$ cat src/rtl/rx_reset_sequencer_pkg.sv
// Shared definitions for the receiver reset sequencer and its register-file decoder.
package rx_reset_sequencer_pkg;

  typedef enum logic [1:0] {
    RSQ_IDLE    = 2'd0,
    RSQ_ASSERT  = 2'd1,
    RSQ_HOLDOFF = 2'd2
  } rsq_state_e;

  localparam int unsigned RSQ_NUM_SRC       = 2;
  localparam int unsigned RSQ_RST_LEN_WIDTH = 8;
  localparam int unsigned RSQ_HOLDOFF_WIDTH = 16;
  localparam int unsigned RSQ_CNT_WIDTH     = 16;

endpackage

$ cat src/rtl/rx_reset_sequencer_sat_counter.sv
// Saturating event counter with synchronous clear; clear wins over increment.
module sat_counter #(
  parameter int unsigned WIDTH = 16
) (
  input  logic             clk,
  input  logic             rstn,
  input  logic             inc,
  input  logic             clr,
  output logic [WIDTH-1:0] value
);

  localparam logic [WIDTH-1:0] ONE = {{(WIDTH-1){1'b0}}, 1'b1};

  logic [WIDTH-1:0] value_q;
  logic [WIDTH-1:0] value_d;

  always_comb begin
    value_d = value_q;
    if (clr) begin
      value_d = '0;
    end else if (inc && (value_q != '1)) begin
      value_d = value_q + ONE;
    end
  end

  always_ff @(posedge clk) begin
    if (!rstn) begin
      value_q <= '0;
    end else begin
      value_q <= value_d;
    end
  end

  assign value = value_q;

endmodule

$ cat src/rtl/rx_reset_sequencer.sv
// Arbitrates receiver reset requests into a registered, stretched reset pulse
// followed by a holdoff window, and records cause and event/drop statistics.
module rx_reset_sequencer
  import rx_reset_sequencer_pkg::*;
#(
  parameter int unsigned NUM_SRC       = RSQ_NUM_SRC,
  parameter int unsigned RST_LEN_WIDTH = RSQ_RST_LEN_WIDTH,
  parameter int unsigned HOLDOFF_WIDTH = RSQ_HOLDOFF_WIDTH,
  parameter int unsigned CNT_WIDTH     = RSQ_CNT_WIDTH
) (
  input  logic                     clk,
  input  logic                     rstn,
  input  logic                     enable,
  input  logic [NUM_SRC-1:0]       rst_req,
  input  logic                     sw_rst_req,
  input  logic [RST_LEN_WIDTH-1:0] rst_len,
  input  logic [HOLDOFF_WIDTH-1:0] holdoff_len,
  input  logic                     clr_cnt,
  output logic                     receiver_rst,
  output logic                     busy,
  output logic [NUM_SRC:0]         rst_cause,
  output logic [CNT_WIDTH-1:0]     event_cnt,
  output logic [CNT_WIDTH-1:0]     drop_cnt
);

  localparam logic [RST_LEN_WIDTH-1:0] LEN_ONE  = {{(RST_LEN_WIDTH-1){1'b0}}, 1'b1};
  localparam logic [HOLDOFF_WIDTH-1:0] HOLD_ONE = {{(HOLDOFF_WIDTH-1){1'b0}}, 1'b1};
  localparam logic [NUM_SRC:0]         SW_ONLY  = {1'b1, {NUM_SRC{1'b0}}};

  rsq_state_e               state_q, state_d;
  logic [RST_LEN_WIDTH-1:0] asrt_cnt_q, asrt_cnt_d;
  logic [HOLDOFF_WIDTH-1:0] hold_cnt_q, hold_cnt_d;
  logic [NUM_SRC:0]         cause_q, cause_d;
  logic                     receiver_rst_q, receiver_rst_d;
  logic                     busy_q, busy_d;

  logic                     hw_req;
  logic                     trig;
  logic [RST_LEN_WIDTH-1:0] eff_len;
  logic [NUM_SRC:0]         req_cause;
  logic                     event_inc;
  logic                     drop_inc;

  assign hw_req    = |rst_req;
  assign trig      = (enable & hw_req) | sw_rst_req;
  assign eff_len   = (rst_len == '0) ? LEN_ONE : rst_len;
  assign req_cause = {sw_rst_req, rst_req & {NUM_SRC{enable}}};

  always_comb begin
    state_d    = state_q;
    asrt_cnt_d = asrt_cnt_q;
    hold_cnt_d = hold_cnt_q;
    cause_d    = cause_q;
    event_inc  = 1'b0;
    drop_inc   = 1'b0;

    case (state_q)
      RSQ_IDLE: begin
        if (trig) begin
          state_d    = RSQ_ASSERT;
          asrt_cnt_d = eff_len;
          cause_d    = req_cause;
          event_inc  = 1'b1;
        end
      end

      RSQ_ASSERT: begin
        cause_d = cause_q | req_cause;
        if (asrt_cnt_q <= LEN_ONE) begin
          asrt_cnt_d = '0;
          if (holdoff_len != '0) begin
            state_d    = RSQ_HOLDOFF;
            hold_cnt_d = holdoff_len;
          end else begin
            state_d = RSQ_IDLE;
          end
        end else begin
          asrt_cnt_d = asrt_cnt_q - LEN_ONE;
        end
      end

      RSQ_HOLDOFF: begin
        drop_inc = hw_req;
        // Software request cuts the blanking window short; hardware ones are only counted.
        if (sw_rst_req) begin
          state_d    = RSQ_ASSERT;
          asrt_cnt_d = eff_len;
          hold_cnt_d = '0;
          cause_d    = SW_ONLY;
          event_inc  = 1'b1;
        end else if (hold_cnt_q <= HOLD_ONE) begin
          state_d    = RSQ_IDLE;
          hold_cnt_d = '0;
        end else begin
          hold_cnt_d = hold_cnt_q - HOLD_ONE;
        end
      end

      default: begin
        state_d    = RSQ_IDLE;
        asrt_cnt_d = '0;
        hold_cnt_d = '0;
      end
    endcase

    receiver_rst_d = (state_d == RSQ_ASSERT);
    busy_d         = (state_d != RSQ_IDLE);
  end

  always_ff @(posedge clk) begin
    if (!rstn) begin
      state_q        <= RSQ_IDLE;
      asrt_cnt_q     <= '0;
      hold_cnt_q     <= '0;
      cause_q        <= '0;
      receiver_rst_q <= 1'b0;
      busy_q         <= 1'b0;
    end else begin
      state_q        <= state_d;
      asrt_cnt_q     <= asrt_cnt_d;
      hold_cnt_q     <= hold_cnt_d;
      cause_q        <= cause_d;
      receiver_rst_q <= receiver_rst_d;
      busy_q         <= busy_d;
    end
  end

  sat_counter #(.WIDTH(CNT_WIDTH)) u_event_cnt (
    .clk   (clk),
    .rstn  (rstn),
    .inc   (event_inc),
    .clr   (clr_cnt),
    .value (event_cnt)
  );

  sat_counter #(.WIDTH(CNT_WIDTH)) u_drop_cnt (
    .clk   (clk),
    .rstn  (rstn),
    .inc   (drop_inc),
    .clr   (clr_cnt),
    .value (drop_cnt)
  );

  assign receiver_rst = receiver_rst_q;
  assign busy         = busy_q;
  assign rst_cause    = cause_q;

endmodule

$ cat config.mk
export PLATFORM = sky130hd
export DESIGN_NAME = rx_reset_sequencer
export DESIGN_NICKNAME = d
export VERILOG_FILES = /design/src/rtl/rx_reset_sequencer_pkg.sv /design/src/rtl/rx_reset_sequencer_sat_counter.sv /design/src/rtl/rx_reset_sequencer.sv
export SDC_FILE = /design/constraint.sdc
export NUM_CORES = 1
export LEC_CHECK = 0
export BUFFER_PORTS_ARGS = -buffer_cell sky130_fd_sc_hd__buf_2
export CORE_ASPECT_RATIO = 1.2
export CORE_UTILIZATION = 40
export CTS_CLUSTER_SIZE = 14
export DETAILED_ROUTE_END_ITERATION = 12
export SLEW_MARGIN = 25
export SYNTH_ARGS = -nofsm -noshare
export SYNTH_HDL_FRONTEND = slang
export SYNTH_SLANG_ARGS = --single-unit
$ cat constraint.sdc
create_clock -name clk -period 2.57 [get_ports clk]
set_input_delay 0.514 -clock clk [delete_from_list [all_inputs] [get_ports clk]]
set_output_delay 0.514 -clock clk [all_outputs]
set_load 0.02 [all_outputs]
Word level (Yosys, flattened, before mapping)
Index checks and enable logic that the tools add are counted.
{ "totals": {"regBits": 63, "inputBits": 31, "word_cells": 64} }
{ "classes": {"addsub": 4, "magnitude_cmp": 2, "n_eq_ne": 9, "mux": 23, "bitwise": 6, "reduce_logical": 12} }
{ "ops": {"columns": ["cell", "n"], "rows": [
  ["16-bit 2-to-1 mux", 4],
  ["16-bit case mux with 3 select lines", 1],
  ["16-bit by 1-bit adder with 16-bit output (second input constant)", 2],
  ["8-bit 2-to-1 mux", 4],
  ["16-bit inequality test (second input constant)", 2],
  ["8-bit case mux with 3 select lines", 1],
  ["16-bit by 1-bit less-or-equal comparator with 1-bit output (second input constant)", 1],
  ["16-bit nonzero test", 1],
  ["16-bit by 1-bit subtractor with 16-bit output (second input constant)", 1],
  ["2-bit 2-to-1 mux", 5],
  ["3-bit case mux with 3 select lines", 1],
  ["8-bit by 1-bit less-or-equal comparator with 1-bit output (second input constant)", 1],
  ["8-bit logical NOT", 1],
  ["2-bit inequality test (second input constant)", 4],
  ["8-bit by 1-bit subtractor with 8-bit output (second input constant)", 1],
  ["3-bit 2-to-1 mux", 2],
  ["2-bit case mux with 3 select lines", 1],
  ["3-bit AND reduction", 2],
  ["2-bit by 1-bit == test with 1-bit output (second input constant)", 2],
  ["2-bit OR reduction", 2],
  ["1-bit 2-to-1 mux", 3],
  ["3-bit bitwise OR", 1],
  ["3-bit nonzero test", 1],
  ["2-bit AND", 1],
  ["other kinds (9)", 11]
]} }

Logic depth before layout (Yosys ltp)
Gate-level depths: netlist of the first run.
{ "logic_depth": {"depth_word": 6, "depth_mapped": 9, "mapped_depth_nobuf": 8} }

Cells and area by module
From an unflattened synthesis of the first run, not the netlist that was laid out.
{ "hier_totals": {"cells_unflattened": 453, "area_unflattened_um2": 3860.0} }
{ "modules_own_cells": {"columns": ["mod", "instances", "cells_per_inst", "area_per_inst_um2", "seq_area_each_um2"], "rows": [
  ["rx_reset_sequencer", 1, 271, 2130.8, 620.6],
  ["sat_counter", 2, 91, 864.6, 320.3]
]} }

Worst setup path after synthesis of the first run
Ideal clock, no wire load.
{ "synth_timing": {"path_kind": "register to register", "startpoint": "register asrt_cnt_q[2]", "endpoint": "register hold_cnt_q[7]", "setup_time_ns": 0.120, "arrival_time_ns": 2.184, "path_slack_ns": 0.266, "path_stages_with_launch": 8, "n_path_buf": 1, "period_less_slack_ns": 2.304, "path_cell_list": "dfxtp_1 > or4_4 > o41a_4 > a211o_1 > buf_6 > a21oi_1 > nor2_1 > a211o_1"} }
{ "synth_via": {"elab_chain_cells": 3} }
{ "synth_lines": {"columns": ["item", "line", "source"], "rows": [
  ["start, declared", "rx_reset_sequencer.sv:31", "logic [RST_LEN_WIDTH-1:0] asrt_cnt_q, asrt_cnt_d;"],
  ["start signal, assigned", "rx_reset_sequencer.sv:120", "asrt_cnt_q <= asrt_cnt_d;"],
  ["8-bit by 1-bit less-or-equal comparator with 1-bit output", "rx_reset_sequencer.sv:69", "if (asrt_cnt_q <= LEN_ONE) begin"],
  ["2-bit inequality test (no source line)", null, null],
  ["3-bit AND reduction (no source line)", null, null],
  ["end signal, assigned", "rx_reset_sequencer.sv:121", "hold_cnt_q <= hold_cnt_d;"],
  ["end, declared", "rx_reset_sequencer.sv:32", "logic [HOLDOFF_WIDTH-1:0] hold_cnt_q, hold_cnt_d;"]
]} }
No other way between the ends.
A chain may end at the register's enable or synchronous reset.

Final worst setup path of the first run
Same ends and word-level chain as after synthesis.

==> summary.txt, run 1 <==
first-pass GRT wire length: 14,800 microns
Cells after Synth: 413
Tot Pwr: 0.00304 W
Setup Buffers After CTS: 0
htree depth: 3
Clock Skew: 0.00918 ns
CP required: 2.79 ns
synthesis warning total: 0
FF+latch count, synth: 63
Num CTS Buffers: 9
Fill cells: 817
worst slew pin tran: 0.809 ns
final antenna diode count: 0
final WL: 8660 microns
Hold WC Path Type: in -> reg
post-CTS sizing: 0
Max Clk Rate: 0.409 GHz
Slew Viols, Final: 0
synth unique cells: 57
Routability Congestion: 0.820
RSZ-0062 raised after global routing: false
grt total ovfl: 0
CP max stage cell: or4_4
Die Height: 104 microns
cts hold-fix bufs: 0
crit path max fanout: 10
Final #Nets: 539
largest net degree at the start of global routing: 33
TritonCTS clock tree: yes
dpl ws: 0.0904 ns
Clock Path Buffers: 2
average size of a mapped cell: 8.32 sq um
Final min period: 2.44 ns
DRC Markers: 0
Static Leak: 1.82 nW
Post-DP Area: 3990 sq um
setup slack after layout: 0.127 ns
vias in the first global route: 3,217
crit path capture type: flip-flop
total number of vias: 3,348
worst skew pair latency: 0.34 ns
PwrDens: 727 nW/um^2
root buffer selected by CTS: clkbuf_8
maximum vdd drop: 0.000304 V
final instance area: 4180 sq um
Fin. Hold Viols: 0
EDFF count, synth: 0
CP Class: reg -> reg
clk sink count: 63
DR vias/cell: 5.44
Core Area: 8240 sq um
Initial Util: 41.7%
layout cells sized above 1: 22.6%
setup violators final: 0
clock slew at reported path FFs: 0.07 ns
Slew Limit Headroom: 46.0%
area of the multi-input gates: 2090 sq um
Die Area: 8960 sq um
Critical Path Max Stage Delay: 0.59 ns
register area: 1260 sq um
status: completed
PortBufs: 67
Async SR Flop Fraction: 0%
syn_nets: 455
maxcap violations: 0
post-route ant nets: 0
initial antenna violation count: 0
I/O pin total: 68
DR iter-0 viols: 147
crit path cell chain: or4_4, o41a_4, a211o_2, a21oi_1, nor2_1, a211o_1
arrival time worst endpoint: 2.66 ns
Mapped Area: 3430 sq um
Seq/Total Area, Yosys: 36.7%
DRT Pass-1 Iters: 4
WL per Instance: 14.1 microns
Startpoint Class: flip-flop
chip width: 86.6 microns
Rows: 36
Period Utilization, post-route: 95.1%
post-DP HPWL: 6350 microns
top_reg_cell synth: dfxtp_1
Layout area overhead: 21.6%
setup TNS: 0 ns
Total GRT Usage: 20.4%
through the flow:
stage	util, %	hold slack (ns)	cells
detailed placement	48.4	0.461	600
global route	50.7	0.413	615
finish	50.7	0.403	615
CTS	50.6	0.397	615
global placement	48.4	0.451	600
floorplan	-	0.477	413
cell usage after synthesis, types with 2 or more instances:
cell	count	share of area (%)
ha_1	11	4.0
nand2_1	36	3.9
a21boi_0	2	0.44
clkbuf_1	10	1.1
nor3b_1	3	0.66
a22oi_1	7	1.5
o21ai_0	19	2.8
xor2_1	24	6.1
and3_1	8	1.5
buf_6	2	0.66
nor4_1	15	2.7
a32o_1	2	0.58
a21oi_1	17	2.5
a32oi_1	2	0.51
a21o_1	5	1.1
and2_1	4	0.73
o21ai_1	3	0.44
inv_1	8	0.87
nor2_1	53	5.8
o31ai_1	8	1.7
o311ai_2	2	0.95
dfxtp_1	63	37
nor2b_1	8	1.5
and4_1	2	0.51
or3_1	3	0.55
a211oi_1	2	0.44
a221o_1	2	0.58
a22o_1	2	0.51
a211o_1	5	1.3
nand2_2	2	0.36
nand3b_1	2	0.44
nor3_1	6	0.87
o211ai_1	2	0.44
nand2b_1	5	0.91
nand3_1	24	3.5
a31oi_1	5	0.91
nand4_1	10	1.8
xnor2_1	10	2.5
power breakdown:
part           leakage, nW  internal [W]  switching (W)  total [W]
Sequential           0.510       0.00106      0.0000840    0.00114
Clock               0.0892      0.000440       0.000378   0.000818
Combinational         1.22      0.000456       0.000618    0.00107
Total                 1.82       0.00196        0.00108    0.00304
area by class of cell:
type,instances,share of cell area (%)
multi-input combinational,329,50.0
sequential,63,30.2
timing repair buffer,86,11.4
tap,114,3.41
clock buffer,11,3.14
clock inverter,4,1.14
inverter,8,0.719
placed cells by master (no fill, tap or decap), types with 6 or more instances in the layout:
master / count
ha_1: 11
nor2_1: 53
nand3_1: 24
nor4_1: 15
nor3_1: 6
xor2_1: 24
a22oi_1: 7
inv_1: 8
buf_2: 67
o31ai_1: 8
nand2_1: 36
a21oi_1: 17
buf_4: 19
nor2b_1: 8
o21ai_0: 19
clkbuf_8: 9
nand4_1: 10
xnor2_1: 10
and3_1: 8
dfxtp_1: 63
registers in the layout, summed over array words and instances, names as in the netlist:
signal and count:
busy 1, hold_cnt_q 16, asrt_cnt_q 8, u_event_cnt.value 16, state_q 2, rst_cause 3
u_drop_cnt.value 16, receiver_rst 1
layer usage:
metal  track usage (%)  vias up  share of wire [%]
met5                 0        -                  0
met4              9.76        0                3.2
met3              4.22       27                5.2
met2              33.0      100                 46
met1              25.5     1553                 45
li1                  -     1668                  -
critical path: cells and delay by family (launching register included):
kind	cells	cell delay (ns)
compound gates	4	1.34
flops	1	0.35
simple gates	2	0.65
worst paths after layout:
check        depth (start not counted)  slack (ns)                    endpoint                  startpoint
min reg2reg                          2        0.47   rst_cause[1]$_SDFFE_PN0P_   rst_cause[1]$_SDFFE_PN0P_
max                                  6        0.13  hold_cnt_q[7]$_SDFFE_PN0P_  asrt_cnt_q[2]$_SDFFE_PN0P_
max reg2reg                          6        0.13  hold_cnt_q[7]$_SDFFE_PN0P_  asrt_cnt_q[2]$_SDFFE_PN0P_
min                                  3        0.40  hold_cnt_q[1]$_SDFFE_PN0P_              holdoff_len[1]
cell families (layout without fill, tap and decap cells):
| logic type | Yosys count | after routing | share of synthesized area [%] |
|---|---|---|---|
| adder cells (fa/ha/maj) | 11 | 11 | 4.01 |
| XOR/XNOR | 34 | 34 | 8.67 |
| buffers and inverters | 21 | 109 | 2.73 |
| flip-flops | 63 | 63 | 36.7 |
| AO/OA/AOI/OAI | 92 | 92 | 19.1 |
| AND/OR/NAND/NOR | 191 | 191 | 28.5 |
| multiplexers | 1 | 1 | 0.291 |
Note: power is estimated with default switching activity, not from simulation.
==> run 2: changes to the inputs <==
--- a/config.mk
+++ b/config.mk
@@ -5,12 +5,13 @@
 export SDC_FILE = /design/constraint.sdc
 export NUM_CORES = 1
 export LEC_CHECK = 0
+export ABC_AREA = 1
 export BUFFER_PORTS_ARGS = -buffer_cell sky130_fd_sc_hd__buf_2
 export CORE_ASPECT_RATIO = 1.2
 export CORE_UTILIZATION = 40
 export CTS_CLUSTER_SIZE = 14
 export DETAILED_ROUTE_END_ITERATION = 12
-export SLEW_MARGIN = 25
+export SLEW_MARGIN = 20
 export SYNTH_ARGS = -nofsm -noshare
 export SYNTH_HDL_FRONTEND = slang
 export SYNTH_SLANG_ARGS = --single-unit
==> constraint.sdc (replaced) <==
create_clock -name clk -period 2.2 [get_ports clk]
set_input_delay 0.44 -clock clk [delete_from_list [all_inputs] [get_ports clk]]
set_output_delay 0.44 -clock clk [all_outputs]
set_load 0.02 [all_outputs]
==> run 2 against run 1 <==
  * Register-to-register slack better by 0.21 ns
  * Synthesized cell count is 54% higher
  * Sequential cell count stayed put
  * Largest cell class unchanged
  * Fmax is 31% higher
  * Setup slack better by 0.21 ns
  * Worst hold slack better by 0.053 ns
  * Largest power group is now clock
==> summary.txt, run 2 <==
status: completed
area of the multi-input gates: 2370 sq um (+13%)
post-synthesis compound-gate area fraction: 12.8% (-6.3 points)
mux cell area share after synthesis: 0% (-0.29 points)
Hold WC Path Type: in -> reg
Hold Slack: 0.456 ns (+0.0527 ns)
Clock Skew: 0.00699 ns (-0.00220 ns)
top cell type's share of synthesized area: 31.8% (-4.9 points)
worst slew pin tran: 0.550 ns (-0.260 ns)
Mapped Area: 3960 sq um (+15%)
DRT Pass-1 Iters: 4 (unchanged)
clock slew at reported path FFs: 0.06 ns (about the same)
setup violators final: 0 (unchanged)
largest family of logic cells by synthesized area: simple AND/OR/NAND/NOR gates
maximum vdd drop: 0.000397 V (+30%)
Final min period: 1.86 ns (-0.583 ns)
layout cells sized above 1: 15.5% (-7.1 points)
CP max stage cell: dfxtp_1
EDFF count, synth: 0 (unchanged)
post-synthesis simple-gate area fraction: 38.5% (+10 points)
Initial Util: 41.4% (-0.26 points)
Fin. Hold Viols: 0 (unchanged)
XOR/XNOR share of the synthesized area: 4.87% (-3.8 points)
top post-synthesis cells by area: dfxtp_1 (32%), nand2_1 (20%), nor2_1 (8.1%), inv_1 (6.6%), a21oi_1 (4.8%)
crit path max fanout: 10 (unchanged)
Crit path buffers/inverters: 2 (+2)
Fill cells: 1,028 (+26%)
average size of a mapped cell: 6.22 sq um (-25%)
Die Area: 10,300 sq um (+15%)
first-pass GRT wire length: 17,400 microns (+18%)
PortBufs: 67 (unchanged)
Synth Area in Adders: 3.48% (-0.53 points)
DR vias/cell: 4.90 (-9.9%)
register area: 1260 sq um (unchanged)
Total GRT Usage: 21.0% (+0.57 points)
crit path capture type: flip-flop
Period Utilization, post-route: 84.5% (-11 points)
Num CTS Buffers: 9 (unchanged)
Setup Buffers After CTS: 0 (unchanged)
CP top delay family: simple AND/OR/NAND/NOR gates
TritonCTS clock tree: yes
commonest cells in the netlist: nand2_1 (212), nor2_1 (85), inv_1 (70)
chip width: 92.8 microns (+7.2%)
Seq/Total Area, Yosys: 31.8% (-4.9 points)
vias in the first global route: 3,956 (+23%)
final WL: 10,300 microns (+18%)
worst skew pair latency: 0.33 ns (about the same)
Layout area overhead: 21.4%
commonest non-fill, non-tap cells in the layout: nand2_1 (212), nor2_1 (85), inv_1 (70), buf_2 (67), dfxtp_1 (63)
Slew Limit Headroom: 63.1% (+17 points)
Clock Path Buffers: 2 (unchanged)
Async SR Flop Fraction: 0% (unchanged)
critical path's most frequent cell: nand2_1
post-CTS sizing: 0 (unchanged)
Max Clk Rate: 0.538 GHz (+31%)
Cells after Synth: 637 (+54%)
I/O pin total: 68 (unchanged)
post-DP HPWL: 7590 microns (+19%)
final antenna diode count: 0 (unchanged)
DRC Markers: 0 (unchanged)
CP required: 2.41 ns (-0.38 ns)
maxcap violations: 0 (unchanged)
WL per Instance: 12.2 microns (-13%)
setup TNS: 0 ns (unchanged)
total number of vias: 4,120 (+23%)
commonest non-fill, non-tap cell in the layout: nand2_1
Core Area: 9560 sq um (+16%)
DR iter-0 viols: 156 (+6.1%)
top_reg_cell synth: dfxtp_1
root buffer selected by CTS: clkbuf_16
syn_nets: 679 (+49%)
Critical Path Max Stage Delay: 0.36 ns (-0.23 ns)
Layout Utilization: 50.3% (-0.41 points)
Static Leak: 2.21 nW (+21%)
Routability Congestion: 0.901 (+9.8%)
CP Class: reg -> reg
largest area contributor in the netlist: dfxtp_1
RSZ-0062 raised after global routing: false
Rows: 39 (+8.3%)
FF+latch count, synth: 63 (unchanged)
initial antenna violation count: 0 (unchanged)
Final #Nets: 754 (+40%)
arrival time worst endpoint: 2.07 ns (-0.59 ns)
crit path cell chain: inv_1, ha_1, inv_1, nand2_1, nand2_1, nor2_1, nand2_1, nand2_1, nand3_1, nand2_1, nand2_1, nand2_1, nand2_1
Slew Viols, Final: 0 (unchanged)
clk sink count: 63 (unchanged)
Die Height: 111 microns (+7.2%)
synth unique cells: 31 (-46%)
synthesis warning total: 0 (unchanged)
htree depth: 3 (unchanged)
grt total ovfl: 0 (unchanged)
PwrDens: 835 nW/um^2 (+15%)
Tot Pwr: 0.00401 W (+32%)
largest net degree at the start of global routing: 29 (-12%)
Startpoint Class: flip-flop
post-route ant nets: 0 (unchanged)
most common cell in the synthesized netlist: nand2_1
cts hold-fix bufs: 0 (unchanged)
==> run 2: changes by cell type after synthesis, sizes merged, moves of 8 or more <==
cell | previous run | this run
nor3 | 7 | 15
nor2b | 8 | 0
inv | 8 | 72
a21oi | 17 | 47
o31ai | 8 | 0
o21ai | 22 | 35
nand2 | 38 | 214
nand3 | 24 | 34
nor4 | 15 | 0
nor2 | 53 | 88
xor2 | 24 | 12
==> run 2: per-layer routing <==
metal | wire (microns) | share of wire [%] | track usage, %
met3 | 415 | 4.0 | 3.29
met5 | 0 | 0 | 0
met2 | 5100 | 50 | 36.8
met4 | 221 | 2.2 | 8.62
met1 | 4520 | 44 | 25.0
==> run 2: stage by stage <==
stage / cells / instance area, sq um / setup slack (ns)
after detailed placement: 824 / 4450 / 0.204
final: 840 / 4810 / 0.340
after floorplan: 637 / 3960 / 0.518
after global placement: 824 / 4450 / 0.266
after global routing: 840 / 4810 / 0.0739
after CTS: 840 / 4800 / 0.195
==> run 2: path summary, 6_finish.rpt <==
path | startpoint | to | slack [ns] | depth (start not counted)
worst min-delay path | holdoff_len[12] | hold_cnt_q[12]$_SDFFE_PN0P_ | 0.46 | 5
worst max-delay path | hold_cnt_q[0]$_SDFFE_PN0P_ | busy$_SDFF_PN0_ | 0.34 | 13
worst max register to register | hold_cnt_q[0]$_SDFFE_PN0P_ | busy$_SDFF_PN0_ | 0.34 | 13
worst min register to register | rst_cause[1]$_SDFFE_PN0P_ | rst_cause[1]$_SDFFE_PN0P_ | 0.48 | 2
==> run 2: area by class of cell <==
cell class | count | area share, %
Inverter | 73 | 5.75
Multi-Input combinational cell | 489 | 49.2
Clock buffer | 10 | 4.97
Clock inverter | 6 | 2.24
Timing Repair Buffer | 76 | 8.38
Sequential cell | 63 | 26.2
Tap cell | 123 | 3.20
==> run 2: where the power goes <==
| part | leakage, nW | total, W | internal, W | switching [W] |
|---|---|---|---|---|
| Combinational | 1.53 | 0.00105 | 0.000367 | 0.000685 |
| Sequential | 0.511 | 0.00130 | 0.00122 | 0.0000788 |
| Clock | 0.168 | 0.00167 | 0.00113 | 0.000532 |
==> run 2: kinds of logic (layout without fill, tap and decap cells) <==
family,count (synthesis),after routing
AND/OR/NAND/NOR,367,367
adder cells (fa/ha/maj),11,11
XOR/XNOR,22,22
AO/OA/AOI/OAI,89,89
buffers and inverters,85,165
flip-flops,63,63
==> run 2: worst reg2reg max path, cell delays in order, from the launching register on <==
cell and delay, ns:
dfxtp_1 0.36, inv_1 0.10, ha_1 0.21, inv_1 0.08, nand2_1 0.07, nand2_1 0.04
nor2_1 0.12, nand2_1 0.09, nand2_1 0.27, nand3_1 0.12, nand2_1 0.08, nand2_1 0.07
nand2_1 0.09, nand2_1 0.05
